$ cat src/rtl/sc_fifo.sv
// rtl/sc_fifo.sv - single-clock first-word-fall-through FIFO with level and almost-full/almost-empty flags
// Define SC_FIFO_ERR_EN to add sticky overflow/underflow flags (err_ovf, err_udf).
module sc_fifo #(
  parameter int DATA_BITS    = 8,
  parameter int ADDR_BITS    = 4,
  parameter int AFULL_LEVEL  = 2**ADDR_BITS - 1,
  parameter int AEMPTY_LEVEL = 1
) (
  input  logic                 clk,
  input  logic                 rst,
  input  logic                 wr_we,
  input  logic [DATA_BITS-1:0] wr_data,
  output logic                 wr_full,
  output logic                 wr_afull,
  input  logic                 rd_oe,
  output logic [DATA_BITS-1:0] rd_data,
  output logic                 rd_empty,
  output logic                 rd_aempty,
  output logic [ADDR_BITS:0]   level
`ifdef SC_FIFO_ERR_EN
  ,
  output logic                 err_ovf,
  output logic                 err_udf
`endif
);

  localparam int DEPTH = 2**ADDR_BITS;
  localparam logic [ADDR_BITS:0]   DEPTH_L  = (ADDR_BITS+1)'(DEPTH);
  localparam logic [ADDR_BITS:0]   AFULL_L  = (ADDR_BITS+1)'(AFULL_LEVEL);
  localparam logic [ADDR_BITS:0]   AEMPTY_L = (ADDR_BITS+1)'(AEMPTY_LEVEL);
  localparam logic [ADDR_BITS:0]   LVL_ONE  = (ADDR_BITS+1)'(1);
  localparam logic [ADDR_BITS-1:0] PTR_ONE  = (ADDR_BITS)'(1);

  logic [DATA_BITS-1:0] mem_q [DEPTH];
  logic [ADDR_BITS-1:0] wr_ptr_q, wr_ptr_d;
  logic [ADDR_BITS-1:0] rd_ptr_q, rd_ptr_d;
  logic [ADDR_BITS:0]   level_q, level_d;
  logic                 wr_acc, rd_acc;

  // Status comes only from the registered level, so accept decisions see pre-edge state.
  assign wr_full   = (level_q == DEPTH_L);
  assign rd_empty  = (level_q == '0);
  assign wr_afull  = (level_q >= AFULL_L);
  assign rd_aempty = (level_q <= AEMPTY_L);
  assign level     = level_q;
  assign rd_data   = mem_q[rd_ptr_q];

  assign wr_acc = wr_we & ~wr_full;
  assign rd_acc = rd_oe & ~rd_empty;

  always_comb begin
    wr_ptr_d = wr_ptr_q;
    rd_ptr_d = rd_ptr_q;
    level_d  = level_q;
    if (wr_acc) wr_ptr_d = wr_ptr_q + PTR_ONE;
    if (rd_acc) rd_ptr_d = rd_ptr_q + PTR_ONE;
    case ({wr_acc, rd_acc})
      2'b10:   level_d = level_q + LVL_ONE;
      2'b01:   level_d = level_q - LVL_ONE;
      default: level_d = level_q;
    endcase
  end

  always_ff @(posedge clk) begin
    if (rst) begin
      wr_ptr_q <= '0;
      rd_ptr_q <= '0;
      level_q  <= '0;
    end else begin
      wr_ptr_q <= wr_ptr_d;
      rd_ptr_q <= rd_ptr_d;
      level_q  <= level_d;
    end
  end

  // Storage is never cleared; reset only rewinds the pointers.
  always_ff @(posedge clk) begin
    if (!rst && wr_acc) mem_q[wr_ptr_q] <= wr_data;
  end

`ifdef SC_FIFO_ERR_EN
  logic err_ovf_q, err_ovf_d;
  logic err_udf_q, err_udf_d;

  always_comb begin
    err_ovf_d = err_ovf_q | (wr_we & wr_full);
    err_udf_d = err_udf_q | (rd_oe & rd_empty);
  end

  always_ff @(posedge clk) begin
    if (rst) begin
      err_ovf_q <= 1'b0;
      err_udf_q <= 1'b0;
    end else begin
      err_ovf_q <= err_ovf_d;
      err_udf_q <= err_udf_d;
    end
  end

  assign err_ovf = err_ovf_q;
  assign err_udf = err_udf_q;
`endif

endmodule

$ cat config.mk
export PLATFORM = sky130hd
export DESIGN_NAME = sc_fifo
export DESIGN_NICKNAME = d
export VERILOG_FILES = /design/src/rtl/sc_fifo.sv
export SDC_FILE = /design/constraint.sdc
export NUM_CORES = 1
export LEC_CHECK = 0
export BUFFER_PORTS_ARGS = -buffer_cell sky130_fd_sc_hd__buf_2
export CORE_MARGIN = 2
export CORE_UTILIZATION = 60
export DETAILED_ROUTE_END_ITERATION = 12
export GPL_TIMING_DRIVEN = 0
export PLACE_DENSITY_LB_ADDON = 0.08
export REMOVE_ABC_BUFFERS = 1
export SYNTH_ARGS = -nofsm -noshare
export SYNTH_HDL_FRONTEND = slang
export SYNTH_SLANG_ARGS = --single-unit
$ cat constraint.sdc
create_clock -name clk -period 3.53 [get_ports clk]
set_clock_uncertainty 0.15 [all_clocks]
set_input_delay 0.5295 -clock clk [delete_from_list [all_inputs] [get_ports clk]]
set_output_delay 0.5295 -clock clk [all_outputs]
set_load 0.05 [all_outputs]
==> results.py, run 1 <==
metrics = {
    "critical_path": {
        "r2r_setup_slack_ns": 0.76,
        "startpoint_type": "flop",
        "reg2reg_depth": 6,
        "cp_top_family": "multiplexers",
        "worst_ep_required_time_ns": 2.85,
        "worst_r2r_endpoint": "mem_q[13][6]",
        "cp_slowest_stage_delay_ns": 0.61,
        "timing_worst_setup_path_type": "flop to output pin",
        "cp.arrival_ns": 2.57,
        "cp-end-kind": "output pin",
        "r2r_start": "level[0]",
        "path_depth": 5,
        "worstPathCellList": "buf_12 > mux4_1 > a22oi_1 > nand2_1 > buf_2",
        "crit_buf_inv": 2,
        "slowest_stage": "mux4_1",
        "path_max_fanout": 23,
        "crit_end": "rd_data[7]",
    },
    "grt": {
        "grt_antenna_before_repair": 0,
        "grt_overflow": 0,
        "grt_pass1_wl_um": 15500,
        "grt_max_degree": 33,
        "track_usage_pct": 21.4,
        "grt_pass1_vias": 2807,
    },
    "synthesis": {
        "synth.distinct_cells": 42,
        "ys_async_sr_fraction_pct": 0,
        "mappedNetlistArea_mm2": 0.00588,
        "synth_seq_area_share_pct": 71.1,
        "ys_ff_latch": 145,
        "synthCells": 322,
        "yosys_warnings": 0,
        "syn_area_per_cell_um2": 18.3,
        "synth_edf_count": 128,
        "ys.flop_type": "edfxtp_1",
    },
    "timing": {
        "holdWs_ns": 0.170,
        "min_period_ns": 3.25,
        "rsz0062_at_grt": "false",
        "finalSetupTns_ns": 0,
        "setup_viol": 0,
        "drv_slew": 0,
        "post-route-period-util_pct": 92.0,
        "hold_viol": 0,
        "timing.fmax_mhz": 308,
        "maxSlewHeadroom_pct": 36.1,
        "tightest_slew_ns": 0.955,
    },
    "outcome": {
        "outcome": "finished, final reports clean",
    },
    "clock_tree": {
        "htreeDepth": 4,
        "insertion_delay_ns": 0.52,
        "cts_hold_buf": 0,
        "postCtsSetupBuffers": 0,
        "clk_path_buf_depth": 2,
        "cts_tree": "built",
        "root_buffer": "clkbuf_8",
        "numCtsBuffers": 17,
        "cts.reportedPaths.clkPinSlew_ns": 0.06,
        "cts_sinks": 145,
        "cts.repair.resized": 0,
    },
    "drt": {
        "drc": 0,
        "ant_nets": 0,
        "drt_iter0_drc": 163,
        "vias": 2898,
        "wl_per_cell_um": 20.2,
        "post_drt_via_cell_ratio": 5.80,
        "drt_wl_total_um": 10100,
        "first_pass_iters": 5,
    },
    "place": {
        "place_congestion": 0.740,
        "io_buffers": 28,
        "dpl.hpwl_um": 6230,
        "place_area_mm2": 0.00609,
    },
    "die": {
        "rows": 36,
        "fp.dieH_um": 103,
        "die_area_mm2": 0.0106,
        "die_w_um": 103,
        "pin_count": 29,
        "initial_utilization_pct": 61.0,
        "core-area_mm2": 0.00964,
    },
    "pwr": {
        "p_seq_share_pct": 41.5,
        "leakage_nw": 2.28,
        "power.internal_w": 0.00350,
        "netSwitchingFraction_pct": 28.4,
        "max-vdd-ir-drop_v": 0.000666,
        "p_clk_share_pct": 37.1,
        "p_sw_w": 0.00139,
        "p_comb_share_pct": 21.4,
        "p_per_area_mw_per_mm2": 730,
    },
    "finish": {
        "finalNetCount": 377,
        "drive_gt1_share_pct": 22.1,
        "syn_to_final_growth_pct": 13.9,
        "fin_area_mm2": 0.00670,
        "diodes": 0,
    },
    "run": {
        "cap_viol_max_count": 0,
    },
    "min_path": {
        "hold_path.class": "input pin to flop",
    },
}
-- synth_stat cells (2+ instances only) --
cell type | count | area [um^2]
dfxtp_1 | 17 | 340
edfxtp_1 | 128 | 3840
a22oi_1 | 16 | 120
mux4_1 | 16 | 420
mux4_2 | 16 | 360
nor2_1 | 32 | 120
clkdlybuf4s25_2 | 3 | 30.0
a21oi_1 | 4 | 20.0
buf_2 | 4 | 20.0
xnor2_1 | 2 | 17.5
and3_1 | 3 | 18.8
buf_6 | 2 | 22.5
clkbuf_1 | 4 | 15.0
inv_1 | 9 | 33.8
nand3_1 | 5 | 25.0
nand2_1 | 17 | 63.8
nor2b_1 | 2 | 12.5
ha_1 | 11 | 138
and2_1 | 2 | 12.5
xor2_1 | 6 | 52.6
or3_1 | 2 | 12.5
-- registers in the layout, indices dropped and copies added, names as in the netlist, named ones only --
register  count
mem_q       128
level         5
rd_ptr_q      4
wr_ptr_q      4
-- cells by family after synthesis --
kind of cell	Yosys count	share of synthesized area, %
AO/OA/AOI/OAI	26	3.08
XOR/XNOR	9	1.47
adder cells (fa/ha/maj)	11	2.34
buffers and inverters	25	2.59
flip-flops	145	71.1
multiplexers	33	13.4
AND/OR/NAND/NOR	73	5.95
-- stage by stage --
step | total power [W] | setup WS [ns] | cells | util (%)
2_1_floorplan | 0.00286 | 0.405 | 306 | -
3_3_place_gp | 0.00310 | -0.234 | 467 | 63.0
3_5_place_dp | 0.00312 | 0.780 | 468 | 63.2
4_1_cts | 0.00493 | 0.269 | 500 | 69.5
5_1_grt | 0.00509 | 0.143 | 500 | 69.5
6_report | 0.00489 | 0.282 | 500 | 69.5
-- metal layers --
metal	global-route usage [%]	share of wire, %
met5	0	0
met4	8.70	1.4
met3	6.64	5.8
met2	30.9	48
met1	30.7	45
-- how the worst min path moves through the flow --
stage,cells past startpoint,end,from
floorplan,2,flop,rd_ptr_q[1]
global placement,2,rd_ptr_q[1],rd_ptr_q[1]
detailed placement,2,flop,rd_ptr_q[1]
CTS,3,flop,rd_oe
global route,3,flop,rd_oe
finish,3,flop,rd_oe
-- worst min-delay path: stages --
cell	delay [ns]
buf_2	0.12
nand3_1	0.08
a21oi_1	0.06
-- layout make-up --
| class | count | area (um^2) |
|---|---|---|
| clock buffer | 19 | 422 |
| clock inverter | 13 | 184 |
| timing repair buffer | 29 | 160 |
| multi-input combinational | 152 | 1550 |
| sequential | 145 | 4190 |
| inverter | 9 | 33.8 |
| tap | 133 | 166 |
| fill | 654 | 2940 |
-- layout by cell type, fill, tap and decap left out, drive strengths merged, types with 2 or more instances in the layout --
cell type / Yosys / routed
mux4: 32 / 32
buf: 9 / 29
and2: 2 / 2
bufinv: 0 / 4
clkinvlp: 0 / 2
edfxtp: 128 / 128
dfxtp: 17 / 17
nand2: 18 / 18
or4b: 2 / 2
clkinv: 0 / 5
nor2b: 2 / 2
nand3: 5 / 5
a21oi: 5 / 5
ha: 11 / 11
clkbuf: 4 / 19
or3: 2 / 2
inv: 9 / 11
nor2: 32 / 32
xor2: 7 / 7
a22oi: 16 / 16
and3: 3 / 3
xnor2: 2 / 2
-- power groups by stage --
| stage | combinational, W | sequential (W) | clock [W] |
|---|---|---|---|
| global route | 0.00112 | 0.00205 | 0.00192 |
| CTS | 0.00106 | 0.00203 | 0.00184 |
| floorplan | 0.000726 | 0.00213 | 0 |
| finish | 0.00105 | 0.00203 | 0.00182 |
| detailed placement | 0.00105 | 0.00207 | 0 |
| global placement | 0.000967 | 0.00213 | 0 |
(Power assumes the default switching activity.)
==> run 2, diff against run 1 <==
--- a/config.mk
+++ b/config.mk
@@ -6,10 +6,8 @@
 export NUM_CORES = 1
 export LEC_CHECK = 0
 export BUFFER_PORTS_ARGS = -buffer_cell sky130_fd_sc_hd__buf_2
-export CORE_MARGIN = 2
 export CORE_UTILIZATION = 60
 export DETAILED_ROUTE_END_ITERATION = 12
-export GPL_TIMING_DRIVEN = 0
 export PLACE_DENSITY_LB_ADDON = 0.08
 export REMOVE_ABC_BUFFERS = 1
 export SYNTH_ARGS = -nofsm -noshare
==> results.py, run 2 (synthesis gave the netlist of run 1 again) <==
metrics = {
    "outcome": {
        "outcome": "finished, final reports clean",
    },
    "finish": {
        "drive_gt1_share_pct": 25.8,
        "syn_to_final_growth_pct": 15.9,
        "mostFrequentLayoutCells": "edfxtp_1, nor2_1, buf_2",
        "fin_area_mm2": 0.00682,
        "regMostFlops": "mem_q",
        "finalNetCount": 394,
        "final_common_cell": "edfxtp_1",
        "diodes": 0,
        "largest_reg_flops": 128,
    },
    "timing": {
        "timing.fmax_mhz": 307,
        "setup_viol": 0,
        "tightest_slew_ns": 0.910,
        "min_period_ns": 3.26,
        "hold_viol": 0,
        "maxSlewHeadroom_pct": 39.1,
        "finalSetupTns_ns": 0,
        "rsz0062_at_grt": "false",
        "drv_slew": 0,
        "post-route-period-util_pct": 92.3,
    },
    "die": {
        "die_area_mm2": 0.0102,
        "initial_utilization_pct": 62.8,
        "fp.dieH_um": 101,
        "rows": 35,
        "die_w_um": 101,
        "pin_count": 29,
        "core-area_mm2": 0.00937,
    },
    "clock_tree": {
        "cts.reportedPaths.clkPinSlew_ns": 0.06,
        "insertion_delay_ns": 0.52,
        "cts_tree": "built",
        "cts_sinks": 145,
        "htreeDepth": 4,
        "postCtsSetupBuffers": 0,
        "numCtsBuffers": 17,
        "cts_hold_buf": 0,
        "cts.repair.resized": 0,
        "root_buffer": "clkbuf_8",
        "clk_path_buf_depth": 2,
    },
    "drt": {
        "first_pass_iters": 4,
        "drc": 0,
        "post_drt_via_cell_ratio": 5.72,
        "wl_per_cell_um": 20.3,
        "vias": 2929,
        "ant_nets": 0,
        "drt_wl_total_um": 10400,
        "drt_iter0_drc": 217,
    },
    "critical_path": {
        "worst_ep_required_time_ns": 2.85,
        "r2r_start": "level[1]",
        "r2r_setup_slack_ns": 0.88,
        "reg2reg_depth": 10,
        "cp-end-kind": "output pin",
        "path_max_fanout": 14,
        "worst_r2r_endpoint": "level[3]",
        "startpoint_type": "flop",
        "cp.arrival_ns": 2.58,
        "timing_worst_setup_path_type": "flop to output pin",
    },
    "grt": {
        "grt_max_degree": 33,
        "track_usage_pct": 23.2,
        "grt_antenna_before_repair": 0,
        "grt_pass1_wl_um": 16100,
        "grt_pass1_vias": 2789,
        "grt_overflow": 0,
    },
    "place": {
        "place_area_mm2": 0.00620,
        "io_buffers": 28,
        "place_congestion": 0.737,
        "dpl.hpwl_um": 6490,
    },
    "pwr": {
        "p_per_area_mw_per_mm2": 721,
        "leakage_nw": 2.37,
        "max-vdd-ir-drop_v": 0.000626,
    },
    "min_path": {
        "hold_path_end": "rd_ptr_q[1]",
        "hold_path.class": "input pin to flop",
        "min_path_cells": 3,
        "holdCritStartpoint": "rd_oe",
    },
    "run": {
        "cap_viol_max_count": 0,
    },
}
-- run 2: cell count changes in the layout (fill, tap and decap cells not counted), sizes merged --
| cell | delta |
|---|---|
| clkbuf | -2 |
| buf | +17 |
| clkinv | -3 |
| clkinvlp | +1 |
| inv | +3 |
-- run 2: layout make-up --
cell class              count  area [um^2]
flip-flops and latches    145         4190
fillers                   603         2550
multi-input cells         152         1550
clock buffers              17          414
repair buffers             46          275
clock inverters            14          203
well taps                 129          161
inverters                   9         33.8
-- run 2: worst max-delay path, cell delays in order, from the launching register on --
cell and delay [ns]:
dfxtp_2 0.62, buf_4 0.31, mux4_2 0.53, a22oi_1 0.29, nand2_1 0.09, buf_2 0.21
-- run 2: where the power goes --
part / leakage, nW / switching, W / internal (W)
logic: 0.789 / 0.000624 / 0.000434
registers: 1.29 / 0.0000892 / 0.00192
clock network: 0.294 / 0.000696 / 0.00116
-- run 2: metrics by stage --
step                worst slack [ns]  util (%)  cells  total power (W)  hold slack (ns)
floorplan                      0.405         -    306          0.00286            0.305
global placement               0.802      66.2    481          0.00310            0.336
detailed placement             0.744      66.2    481          0.00311            0.343
CTS                            0.176      72.8    512          0.00495            0.168
global route                  0.0741      72.8    512          0.00511            0.194
finish                         0.272      72.8    512          0.00492            0.191
-- run 2: per-layer routing --
metal / wire, um / up-vias / track usage [%]
met2: 5120 / 86 / 36.2
met5: 0 / - / 0
met3: 645 / 7 / 6.73
met4: 85 / 0 / 7.47
met1: 4520 / 1466 / 32.0
li1: - / 1370 / -
-- run 2: how the worst max path moves through the flow --
stage	from	cells after the start	endpoint
6_report	flop	5	rd_data[5]
5_1_grt	flop	5	rd_data[5]
4_1_cts	flop	5	rd_data[5]
3_5_place_dp	flop	5	rd_data[5]
3_3_place_gp	flop	5	rd_data[5]
2_1_floorplan	flop	3	rd_data[0]
==> run 3, diff against run 2 <==
--- a/config.mk
+++ b/config.mk
@@ -6,7 +6,7 @@
 export NUM_CORES = 1
 export LEC_CHECK = 0
 export BUFFER_PORTS_ARGS = -buffer_cell sky130_fd_sc_hd__buf_2
-export CORE_UTILIZATION = 60
+export CORE_UTILIZATION = 65
 export DETAILED_ROUTE_END_ITERATION = 12
 export PLACE_DENSITY_LB_ADDON = 0.08
 export REMOVE_ABC_BUFFERS = 1
==> constraint.sdc (replaced) <==
create_clock -name clk -period 3.87 [get_ports clk]
set_clock_uncertainty 0.15 [all_clocks]
set_input_delay 0.5805 -clock clk [delete_from_list [all_inputs] [get_ports clk]]
set_output_delay 0.5805 -clock clk [all_outputs]
set_load 0.05 [all_outputs]
==> results.py, run 3 (synthesis gave the netlist of run 1 again) <==
metrics = {
    "grt": {
        "track_usage_pct": 25.3,
        "grt_overflow": 0,
        "grt_pass1_vias": 3017,
        "grt_pass1_wl_um": 17000,
        "grt_max_degree": 33,
        "grt_antenna_before_repair": 0,
    },
    "finish": {
        "final_common_cell": "edfxtp_1",
        "mostFrequentLayoutCells": "edfxtp_1, nor2_1, buf_2",
        "fin_area_mm2": 0.00662,
        "regMostFlops": "mem_q",
        "drive_gt1_share_pct": 22.6,
        "finalNetCount": 378,
        "largest_reg_flops": 128,
        "finalNonFillerCells": 476,
        "nFillCells": 487,
        "syn_to_final_growth_pct": 12.5,
        "diodes": 0,
    },
    "critical_path": {
        "cp_top_family": "flip-flops",
        "cp_slowest_stage_delay_ns": 0.61,
        "cp.arrival_ns": 2.54,
        "slowest_stage": "dfxtp_2",
        "cp-end-kind": "output pin",
        "r2r_setup_slack_ns": 1.16,
        "worstPathCellList": "buf_12 > mux4_1 > a22oi_1 > nand2_1 > buf_2",
        "startpoint_type": "flop",
        "timing_worst_setup_path_type": "flop to output pin",
        "worst_ep_required_time_ns": 3.14,
        "path_max_fanout": 20,
        "crit_buf_inv": 2,
    },
    "drt": {
        "drt_wl_total_um": 10500,
        "wl_per_cell_um": 22.1,
        "drt_iter0_drc": 214,
        "drc": 0,
        "post_drt_via_cell_ratio": 6.21,
        "vias": 2954,
        "ant_nets": 0,
        "first_pass_iters": 4,
    },
    "clock_tree": {
        "cts_tree": "built",
        "cts.reportedPaths.clkPinSlew_ns": 0.06,
        "cts_sinks": 145,
        "clk_path_buf_depth": 2,
        "insertion_delay_ns": 0.52,
        "cts_hold_buf": 0,
        "htreeDepth": 4,
        "postCtsSetupBuffers": 0,
        "cts.repair.resized": 0,
        "numCtsBuffers": 17,
        "root_buffer": "clkbuf_8",
    },
    "pwr": {
        "leakage_nw": 2.25,
        "max-vdd-ir-drop_v": 0.000684,
        "p_per_area_mw_per_mm2": 651,
    },
    "die": {
        "fp.dieH_um": 97.1,
        "die_area_mm2": 0.00944,
        "rows": 34,
        "die_w_um": 97.1,
        "pin_count": 29,
        "initial_utilization_pct": 67.5,
        "core-area_mm2": 0.00872,
    },
    "place": {
        "dpl.hpwl_um": 6490,
        "placed_cells": 444,
        "place_congestion": 0.737,
        "dp_slack_ns": 1.09,
        "io_buffers": 28,
        "place_area_mm2": 0.00607,
    },
    "timing": {
        "worst_slack_ns": 0.604,
        "finalSetupTns_ns": 0,
        "min_period_ns": 3.27,
        "post-route-period-util_pct": 84.4,
        "holdWs_ns": 0.244,
        "setup_viol": 0,
        "drv_slew": 0,
        "hold_viol": 0,
        "rsz0062_at_grt": "false",
        "timing.fmax_mhz": 306,
        "maxSlewHeadroom_pct": 37.5,
        "tightest_slew_ns": 0.934,
    },
    "min_path": {
        "hold_path.class": "input pin to flop",
    },
    "outcome": {
        "outcome": "finished, final reports clean",
    },
    "run": {
        "cap_viol_max_count": 0,
    },
}
-- run 3: changes by cell type in the layout (fill, tap and decap cells not counted), sizes merged --
cell	delta
clkinvlp	+2
bufinv	-3
inv	-1
buf	-16
clkinv	+3
-- run 3: worst reg2reg max path, cell delays in order (launching register included) --
cell	delay (ns)
dfxtp_1	0.51
inv_1	0.11
ha_1	0.22
nand4bb_1	0.17
and2_1	0.28
nand2_1	0.17
nor2_1	0.72
-- run 3: power breakdown --
part	leakage (nW)	total [W]	internal, W	switching [W]
Clock	0.255	0.00149	0.000855	0.000638
Sequential	1.29	0.00184	0.00175	0.0000858
Combinational	0.706	0.000979	0.000400	0.000580
Total	2.25	0.00431	0.00301	0.00130
-- run 3: worst paths after layout --
check                      to  cells after the start   startpoint
setup / recovery   rd_data[3]                      5         flop
setup reg to reg  mem_q[8][2]                      6     level[0]
hold reg to reg   rd_ptr_q[1]                      2  rd_ptr_q[1]
hold / removal    rd_ptr_q[1]                      3        rd_oe
-- run 3: cell type report --
cell class | count | area (um^2) | area share, %
Multi-Input combinational cell | 152 | 1550 | 23.4
Timing Repair Buffer | 30 | 168 | 2.53
Sequential cell | 145 | 4190 | 63.3
Clock inverter | 15 | 134 | 2.02
Tap cell | 108 | 135 | 2.04
Clock buffer | 17 | 414 | 6.26
Inverter | 9 | 33.8 | 0.511
-- run 3: layer usage --
layer  global-route usage, %  vias up  wire (um)
li1                        -     1339          -
met1                    36.1     1494       4670
met2                    38.0      103       5040
met3                    6.62       18        634
met4                    10.3        0        189
met5                       0        -          0
-- run 3: metrics by stage --
stage	power (W)	utilization (%)
2_1_floorplan	0.00261	-
3_3_place_gp	0.00283	69.6
3_5_place_dp	0.00285	69.6
4_1_cts	0.00433	75.9
5_1_grt	0.00448	75.9
6_report	0.00431	75.9
